### src/rtl/lsq_pkg.sv
// Shared LSQ types: arbiter FSM states, grant encoding, sequence tags and opcodes.
package lsq_pkg;

   typedef enum logic [1:0] {IDLE, ISSUE, RD_WAIT, RESP} arb_state_e;

   typedef enum logic [1:0] {GNT_NONE, GNT_LD, GNT_ST} grant_e;

   localparam int unsigned SEQ_TAG_W = 4;
   typedef logic [SEQ_TAG_W-1:0] seq_t;

   localparam logic [3:0] LOAD  = 4'b0000;
   localparam logic [3:0] STORE = 4'b0001;

endpackage

### src/rtl/lsq_mem_arbiter_if.sv
// LSQ-head request/response and memory-port signals of the LSQ memory arbiter.
interface lsq_mem_arbiter_if #(
   parameter int unsigned WIDTH  = 32,
   parameter int unsigned MEM_AW = 10,
   parameter int unsigned SEQ_W  = 4
);

   logic              ld_valid;
   logic              ld_ready;
   logic [WIDTH-1:0]  ld_addr;
   logic [SEQ_W-1:0]  ld_seq;
   logic              st_valid;
   logic              st_ready;
   logic [WIDTH-1:0]  st_addr;
   logic [WIDTH-1:0]  st_data;
   logic [SEQ_W-1:0]  st_seq;
   logic              ld_rsp_valid;
   logic [WIDTH-1:0]  ld_rsp_data;
   logic              mem_req;
   logic              mem_we;
   logic [MEM_AW-1:0] mem_addr;
   logic [WIDTH-1:0]  mem_wdata;
   logic              mem_ready;
   logic              mem_rvalid;
   logic [WIDTH-1:0]  mem_rdata;
   logic              busy;

   // Queue heads and memory model side.
   modport master (
      output ld_valid, ld_addr, ld_seq, st_valid, st_addr, st_data, st_seq,
             mem_ready, mem_rvalid, mem_rdata,
      input  ld_ready, st_ready, ld_rsp_valid, ld_rsp_data, mem_req, mem_we, mem_addr,
             mem_wdata, busy
   );

   // Arbiter side.
   modport slave (
      input  ld_valid, ld_addr, ld_seq, st_valid, st_addr, st_data, st_seq,
             mem_ready, mem_rvalid, mem_rdata,
      output ld_ready, st_ready, ld_rsp_valid, ld_rsp_data, mem_req, mem_we, mem_addr,
             mem_wdata, busy
   );

endinterface

### src/rtl/lsq_seq_older.sv
// Wrap-safe program-order compare: a_older when (a - b) mod 2^SEQ_W has its MSB set.
module lsq_seq_older #(
   parameter int unsigned SEQ_W = 4
) (
   input  logic [SEQ_W-1:0] a,
   input  logic [SEQ_W-1:0] b,
   output logic             a_older
);

   logic [SEQ_W-1:0] diff;

   assign diff    = a - b;
   assign a_older = diff[SEQ_W-1];

endmodule

### src/rtl/lsq_mem_arbiter.sv
// Single-port memory arbiter for LQ commit and SQ drain; one transaction in flight.
// Store aging (starvation counter) is built only when LSQ_ARB_AGING_EN is defined.
module lsq_mem_arbiter
   import lsq_pkg::*;
#(
   parameter int unsigned WIDTH        = 32,
   parameter int unsigned MEM_AW       = 10,
   parameter int unsigned SEQ_W        = 4,
   parameter int unsigned STARVE_LIMIT = 4
) (
   input logic              clk,
   input logic              rst,
   lsq_mem_arbiter_if.slave bus
);

   arb_state_e        state;
   grant_e            grant;
   logic              ld_older;
   logic              aged;
   logic              ld_ready;
   logic              st_ready;
   logic [3:0]        op_q;
   logic              mem_req_q;
   logic [MEM_AW-1:0] mem_addr_q;
   logic [WIDTH-1:0]  mem_wdata_q;
   logic              rsp_valid_q;
   logic [WIDTH-1:0]  rsp_data_q;
   logic              busy_q;

   lsq_seq_older #(
      .SEQ_W (SEQ_W)
   ) u_seq_older (
      .a       (bus.ld_seq),
      .b       (bus.st_seq),
      .a_older (ld_older)
   );

`ifdef LSQ_ARB_AGING_EN
   localparam int unsigned CNT_W = $clog2(STARVE_LIMIT + 1);
   localparam logic [CNT_W-1:0] STARVE_TH = CNT_W'(STARVE_LIMIT);

   logic [CNT_W-1:0] starve_cnt;

   always_ff @(posedge clk) begin
      if (rst) begin
         starve_cnt <= '0;
      end else if (bus.st_valid && st_ready) begin
         starve_cnt <= '0;
      end else if (bus.st_valid && (starve_cnt != '1)) begin
         starve_cnt <= starve_cnt + CNT_W'(1);
      end
   end

   assign aged = (starve_cnt >= STARVE_TH);
`else
   assign aged = 1'b0;
`endif

   // Same-address pairs keep program order; equal tags favour the store.
   always_comb begin
      grant = GNT_NONE;
      if (!rst && (state == IDLE)) begin
         if (bus.ld_valid && !bus.st_valid) begin
            grant = GNT_LD;
         end else if (!bus.ld_valid && bus.st_valid) begin
            grant = GNT_ST;
         end else if (bus.ld_valid && bus.st_valid) begin
            if (bus.ld_addr == bus.st_addr) begin
               grant = ld_older ? GNT_LD : GNT_ST;
            end else if (aged) begin
               grant = GNT_ST;
            end else begin
               grant = GNT_LD;
            end
         end
      end
   end

   assign ld_ready = (grant == GNT_LD);
   assign st_ready = (grant == GNT_ST);

   always_ff @(posedge clk) begin
      if (rst) begin
         state       <= IDLE;
         op_q        <= LOAD;
         mem_req_q   <= 1'b0;
         mem_addr_q  <= '0;
         mem_wdata_q <= '0;
         rsp_valid_q <= 1'b0;
         rsp_data_q  <= '0;
         busy_q      <= 1'b0;
      end else begin
         rsp_valid_q <= 1'b0;
         unique case (state)
            IDLE: begin
               if (grant != GNT_NONE) begin
                  state     <= ISSUE;
                  busy_q    <= 1'b1;
                  mem_req_q <= 1'b1;
                  if (grant == GNT_ST) begin
                     op_q        <= STORE;
                     mem_addr_q  <= bus.st_addr[MEM_AW-1:0];
                     mem_wdata_q <= bus.st_data;
                  end else begin
                     op_q        <= LOAD;
                     mem_addr_q  <= bus.ld_addr[MEM_AW-1:0];
                     mem_wdata_q <= '0;
                  end
               end
            end
            ISSUE: begin
               if (bus.mem_ready) begin
                  mem_req_q <= 1'b0;
                  if (op_q == STORE) begin
                     state  <= IDLE;
                     busy_q <= 1'b0;
                  end else begin
                     state <= RD_WAIT;
                  end
               end
            end
            RD_WAIT: begin
               if (bus.mem_rvalid) begin
                  rsp_data_q  <= bus.mem_rdata;
                  rsp_valid_q <= 1'b1;
                  state       <= RESP;
               end
            end
            RESP: begin
               state  <= IDLE;
               busy_q <= 1'b0;
            end
            default: state <= IDLE;
         endcase
      end
   end

   assign bus.ld_ready     = ld_ready;
   assign bus.st_ready     = st_ready;
   assign bus.ld_rsp_valid = rsp_valid_q;
   assign bus.ld_rsp_data  = rsp_data_q;
   assign bus.mem_req      = mem_req_q;
   assign bus.mem_we       = (op_q == STORE);
   assign bus.mem_addr     = mem_addr_q;
   assign bus.mem_wdata    = mem_wdata_q;
   assign bus.busy         = busy_q;

endmodule

### src/flat_wrapper.sv
// flat-port wrapper written by rule: the top's interface ports become plain ports
module lsq_mem_arbiter_flat import lsq_pkg::*;
#(
   parameter int unsigned WIDTH        = 32,
   parameter int unsigned MEM_AW       = 10,
   parameter int unsigned SEQ_W        = 4,
   parameter int unsigned STARVE_LIMIT = 4
)
  (clk, rst, bus_ld_valid, bus_ld_addr, bus_ld_seq, bus_st_valid, bus_st_addr, bus_st_data, bus_st_seq, bus_mem_ready, bus_mem_rvalid, bus_mem_rdata, bus_ld_ready, bus_st_ready, bus_ld_rsp_valid, bus_ld_rsp_data, bus_mem_req, bus_mem_we, bus_mem_addr, bus_mem_wdata, bus_busy);
  lsq_mem_arbiter_if #(.WIDTH(WIDTH), .MEM_AW(MEM_AW), .SEQ_W(SEQ_W)) bus_i ();
  input logic clk;
  input logic rst;
  input wire logic [$bits(bus_i.ld_valid)-1:0] bus_ld_valid;
  input wire logic [$bits(bus_i.ld_addr)-1:0] bus_ld_addr;
  input wire logic [$bits(bus_i.ld_seq)-1:0] bus_ld_seq;
  input wire logic [$bits(bus_i.st_valid)-1:0] bus_st_valid;
  input wire logic [$bits(bus_i.st_addr)-1:0] bus_st_addr;
  input wire logic [$bits(bus_i.st_data)-1:0] bus_st_data;
  input wire logic [$bits(bus_i.st_seq)-1:0] bus_st_seq;
  input wire logic [$bits(bus_i.mem_ready)-1:0] bus_mem_ready;
  input wire logic [$bits(bus_i.mem_rvalid)-1:0] bus_mem_rvalid;
  input wire logic [$bits(bus_i.mem_rdata)-1:0] bus_mem_rdata;
  output wire logic [$bits(bus_i.ld_ready)-1:0] bus_ld_ready;
  output wire logic [$bits(bus_i.st_ready)-1:0] bus_st_ready;
  output wire logic [$bits(bus_i.ld_rsp_valid)-1:0] bus_ld_rsp_valid;
  output wire logic [$bits(bus_i.ld_rsp_data)-1:0] bus_ld_rsp_data;
  output wire logic [$bits(bus_i.mem_req)-1:0] bus_mem_req;
  output wire logic [$bits(bus_i.mem_we)-1:0] bus_mem_we;
  output wire logic [$bits(bus_i.mem_addr)-1:0] bus_mem_addr;
  output wire logic [$bits(bus_i.mem_wdata)-1:0] bus_mem_wdata;
  output wire logic [$bits(bus_i.busy)-1:0] bus_busy;
  assign bus_i.ld_valid = bus_ld_valid;
  assign bus_i.ld_addr = bus_ld_addr;
  assign bus_i.ld_seq = bus_ld_seq;
  assign bus_i.st_valid = bus_st_valid;
  assign bus_i.st_addr = bus_st_addr;
  assign bus_i.st_data = bus_st_data;
  assign bus_i.st_seq = bus_st_seq;
  assign bus_i.mem_ready = bus_mem_ready;
  assign bus_i.mem_rvalid = bus_mem_rvalid;
  assign bus_i.mem_rdata = bus_mem_rdata;
  assign bus_ld_ready = bus_i.ld_ready;
  assign bus_st_ready = bus_i.st_ready;
  assign bus_ld_rsp_valid = bus_i.ld_rsp_valid;
  assign bus_ld_rsp_data = bus_i.ld_rsp_data;
  assign bus_mem_req = bus_i.mem_req;
  assign bus_mem_we = bus_i.mem_we;
  assign bus_mem_addr = bus_i.mem_addr;
  assign bus_mem_wdata = bus_i.mem_wdata;
  assign bus_busy = bus_i.busy;
  lsq_mem_arbiter #(.WIDTH(WIDTH), .MEM_AW(MEM_AW), .SEQ_W(SEQ_W), .STARVE_LIMIT(STARVE_LIMIT)) u_core (.clk(clk), .rst(rst), .bus(bus_i));
endmodule
### config.mk
export PLATFORM = sky130hd
export DESIGN_NAME = lsq_mem_arbiter_flat
export DESIGN_NICKNAME = d
export VERILOG_FILES = /design/src/rtl/lsq_pkg.sv /design/src/rtl/lsq_mem_arbiter_if.sv /design/src/rtl/lsq_seq_older.sv /design/src/rtl/lsq_mem_arbiter.sv /design/src/flat_wrapper.sv
export SDC_FILE = /design/constraint.sdc
export NUM_CORES = 1
export LEC_CHECK = 0
export CAP_MARGIN = 10
export CORE_UTILIZATION = 39
export CTS_BUF_LIST = sky130_fd_sc_hd__clkbuf_4 sky130_fd_sc_hd__clkbuf_8
export CTS_CLUSTER_SIZE = 8
export DETAILED_ROUTE_END_ITERATION = 6
export PLACE_DENSITY = 0.95
export SLEW_MARGIN = 20
export SYNTH_ARGS = -nofsm -noshare
export SYNTH_HDL_FRONTEND = slang
export SYNTH_HIERARCHICAL = 1
export SYNTH_SLANG_ARGS = --single-unit
### constraint.sdc
create_clock -name clk -period 7.3 [get_ports clk]
set_clock_uncertainty 0.05 [all_clocks]
set_input_delay 1.46 -clock clk [delete_from_list [all_inputs] [get_ports clk]]
set_output_delay 1.46 -clock clk [all_outputs]
set_load 0.01 [all_outputs]
==> results.sh <==
export IMPL_area_delta_synth_final_pct=76.19
export IMPL_drt_iter0_drc=119
export IMPL_yosys_warnings=6
export IMPL_cp_data_arrival_time_ns=4.76
export IMPL_synth_nets=495
export IMPL_final_nets=706
export IMPL_p_seq_frac=0.449
export IMPL_worst_slew_pin_slew_ns=0.9791
export IMPL_p_comb_frac=0.207
export IMPL_final_setup_tns_ns=0
export IMPL_portBuffers=221
export IMPL_wl_per_cell_um=16.20
export IMPL_hold_buffers=0
export IMPL_dp_final_hpwl_mm=8.200
export IMPL_drive_gt1_frac=0.07067
export IMPL_rows=32
export IMPL_setup_viol=0
export IMPL_netlist_instances=351
export IMPL_cts_setup_buffers=0
export IMPL_drv_slew=0
export IMPL_insertion_delay_ns=0.34
export IMPL_via_count=3362
export IMPL_whs_ns=0.4043
export IMPL_final_cell_mix="clkdlybuf4s50_1, dfxtp_1, nand2_1"
export IMPL_cts_tree="built"
export IMPL_root_buffer="clkbuf_8"
export IMPL_min_path_type="register to register"
export IMPL_synth_cell_area_um2=3227
export IMPL_htreeDepth=3
export IMPL_maxCapViolCount=0
export IMPL_grt_pass1_vias=3393
export IMPL_slew_headroom=0.3472
export IMPL_p_per_area_nw_per_um2=184.3
export IMPL_crit_path_max_fanout=33
export IMPL_die_y_um=92.96
export IMPL_ioPinCount=222
export IMPL_ys_seq_elements=80
export IMPL_gp_congestion=0.7593
export IMPL_grt_max_degree=51
export IMPL_post_route_min_period_ns=6.271
export IMPL_power_uw=1048
export IMPL_drt_total_wl_mm=10.82
export IMPL_antenna_left=0
export IMPL_yosysUniqueCellTypes=31
export IMPL_antenna_found_initial=0
export IMPL_finalHoldViolCount=0
export IMPL_grt_use_total=0.2375
export IMPL_rsz0062_at_grt="no"
export IMPL_post_cts_resized=0
export IMPL_core_region_area_um2=7848
export IMPL_dieWidth_um=92.96
export IMPL_ys_seq_area_frac=0.4963
export IMPL_grt_pass1_wl_mm=15.95
export IMPL_peakVddDrop_uv=124.5
export IMPL_status="finished, final reports clean"
export IMPL_finalCritPeriodShare=0.8591
export IMPL_p_leak_uw=0.002135
export IMPL_p_sw_frac=0.2424
export IMPL_start_kind="primary input"
export IMPL_clkSinkCount=80
export IMPL_drc_errors=0
export IMPL_dp_slack_ns=1.092
export IMPL_initial_core_util=0.4112
export IMPL_fmax_mhz=159.5
export IMPL_end_kind="output pin"
export IMPL_vias_per_cell=5.033
export IMPL_crit_type="primary input to output pin"
export IMPL_p_int_uw=793.7
export IMPL_clk_pin_slew_ns=0.07
export IMPL_syn_avg_cell_area_um2=9.193
export IMPL_cts_buffers=9
export IMPL_worstPathRequired_ns=5.79
export IMPL_die_area_um2=8642
export IMPL_cts_max_path_buffers=2
export IMPL_dr_pass1_iters=4
export IMPL_clkPwrFrac=0.344
export IMPL_num_antenna_cells=0
export IMPL_setup_ws_ns=1.029
export IMPL_switchingPower_uw=253.9
export IMPL_grt_ovfl_total=0
export IMPL_final_common_cell="clkdlybuf4s50_1"
==> synth_stat cells, drive strengths merged <==
master	n	share of area
nand3b	1	0.0023
a2bb2oi	1	0.0027
nand4	2	0.0039
or3	1	0.0035
nand3	2	0.0031
o221a	10	0.035
inv	6	0.0070
ha	2	0.0078
buf	6	0.016
nor4	7	0.014
nand2	69	0.080
xnor2	4	0.011
a21o	2	0.0047
dfxtp	80	0.50
clkbuf	15	0.017
a21oi	35	0.054
nor2	27	0.031
nor2b	1	0.0019
o21a	1	0.0023
o21ai	1	0.0015
o21bai	1	0.0023
a31o	2	0.0054
and3	1	0.0019
or2	10	0.019
nor3	2	0.0066
a22o	32	0.087
xor2	30	0.081
==> critical path, stage by stage <==
cell and delay [ns]:
clkdlybuf4s50_1 0.46, inv_1 0.05, ha_1 0.29, a21oi_1 0.13, o21ai_1 0.09, xnor2_1 0.13
nor2_1 0.10, nand4_1 0.12, or3_4 0.42, a21o_1 0.34, inv_2 0.50, clkdlybuf4s50_1 0.65
==> per-stage QoR <==
step | instances | utilization | cell area [um2]
finish | 668 | 0.7245 | 5685
global route | 668 | 0.7245 | 5685
CTS | 668 | 0.7237 | 5679
detailed placement | 653 | 0.6958 | 5460
global placement | 653 | 0.6952 | 5455
floorplan | 351 | - | 3227
==> metal layers <==
| layer | vias up | wire length (um) | GRT usage | share of wire |
|---|---|---|---|---|
| li1 | 1627 | - | - | - |
| met1 | 1563 | 3855 | 0.2336 | 0.36 |
| met2 | 144 | 5738 | 0.4516 | 0.53 |
| met3 | 28 | 928 | 0.06897 | 0.086 |
| met4 | 0 | 297 | 0.1103 | 0.027 |
| met5 | - | 0 | 0 | 0 |
==> final cells by class <==
type	instances	area (um2)
Timing Repair Buffer	221	2207
Fill cell	569	2162
Sequential cell	80	1602
Multi-Input combinational cell	244	1508
Clock buffer	10	137.6
Tap cell	102	127.6
Clock inverter	5	81.33
Inverter	6	22.52
==> flip-flops by register name (all words and copies together) (netlist names), named ones only <==
name,flops
u_core/bus.mem_req,1
u_core/bus.mem_wdata,32
u_core/bus.mem_addr,10
u_core/bus.ld_rsp_data,32
u_core/state,1
u_core/bus.ld_rsp_valid,1
u_core/op_q,1
u_core/bus.busy,1
==> worst paths after layout <==
| check | depth (start not counted) | end | slack (ns) | startpoint |
|---|---|---|---|---|
| setup / recovery | 12 | bus_st_ready | 1.03 | bus_st_seq[2] |
| hold / removal | 2 | u_core/bus.ld_rsp_data[13]$_SDFFE_PP0P_ | 0.40 | u_core/bus.ld_rsp_data[13]$_SDFFE_PP0P_ |
| setup reg to reg | 5 | u_core/bus.mem_wdata[6]$_SDFFE_PP0P_ | 5.27 | register |
| hold reg to reg | 2 | u_core/bus.ld_rsp_data[13]$_SDFFE_PP0P_ | 0.40 | u_core/bus.ld_rsp_data[13]$_SDFFE_PP0P_ |
==> power by group through the flow <==
| stage | Combinational (uW) | Sequential (uW) | Clock (uW) |
|---|---|---|---|
| floorplan | 68.4 | 488 | 0 |
| global placement | 209 | 478 | 0 |
| detailed placement | 216 | 480 | 0 |
| CTS | 217 | 470 | 370 |
| global route | 230 | 472 | 387 |
| finish | 217 | 470 | 361 |
==> logic make-up after synthesis <==
| kind of cell | Yosys count | share of synthesized area |
|---|---|---|
| simple gates | 123 | 0.1679 |
| fa+ha+maj | 2 | 0.007754 |
| flops | 80 | 0.4963 |
| xor+xnor | 34 | 0.09228 |
| buf+inv | 27 | 0.04071 |
| compound gates | 85 | 0.1950 |
Power figures use the tool's default switching activity.
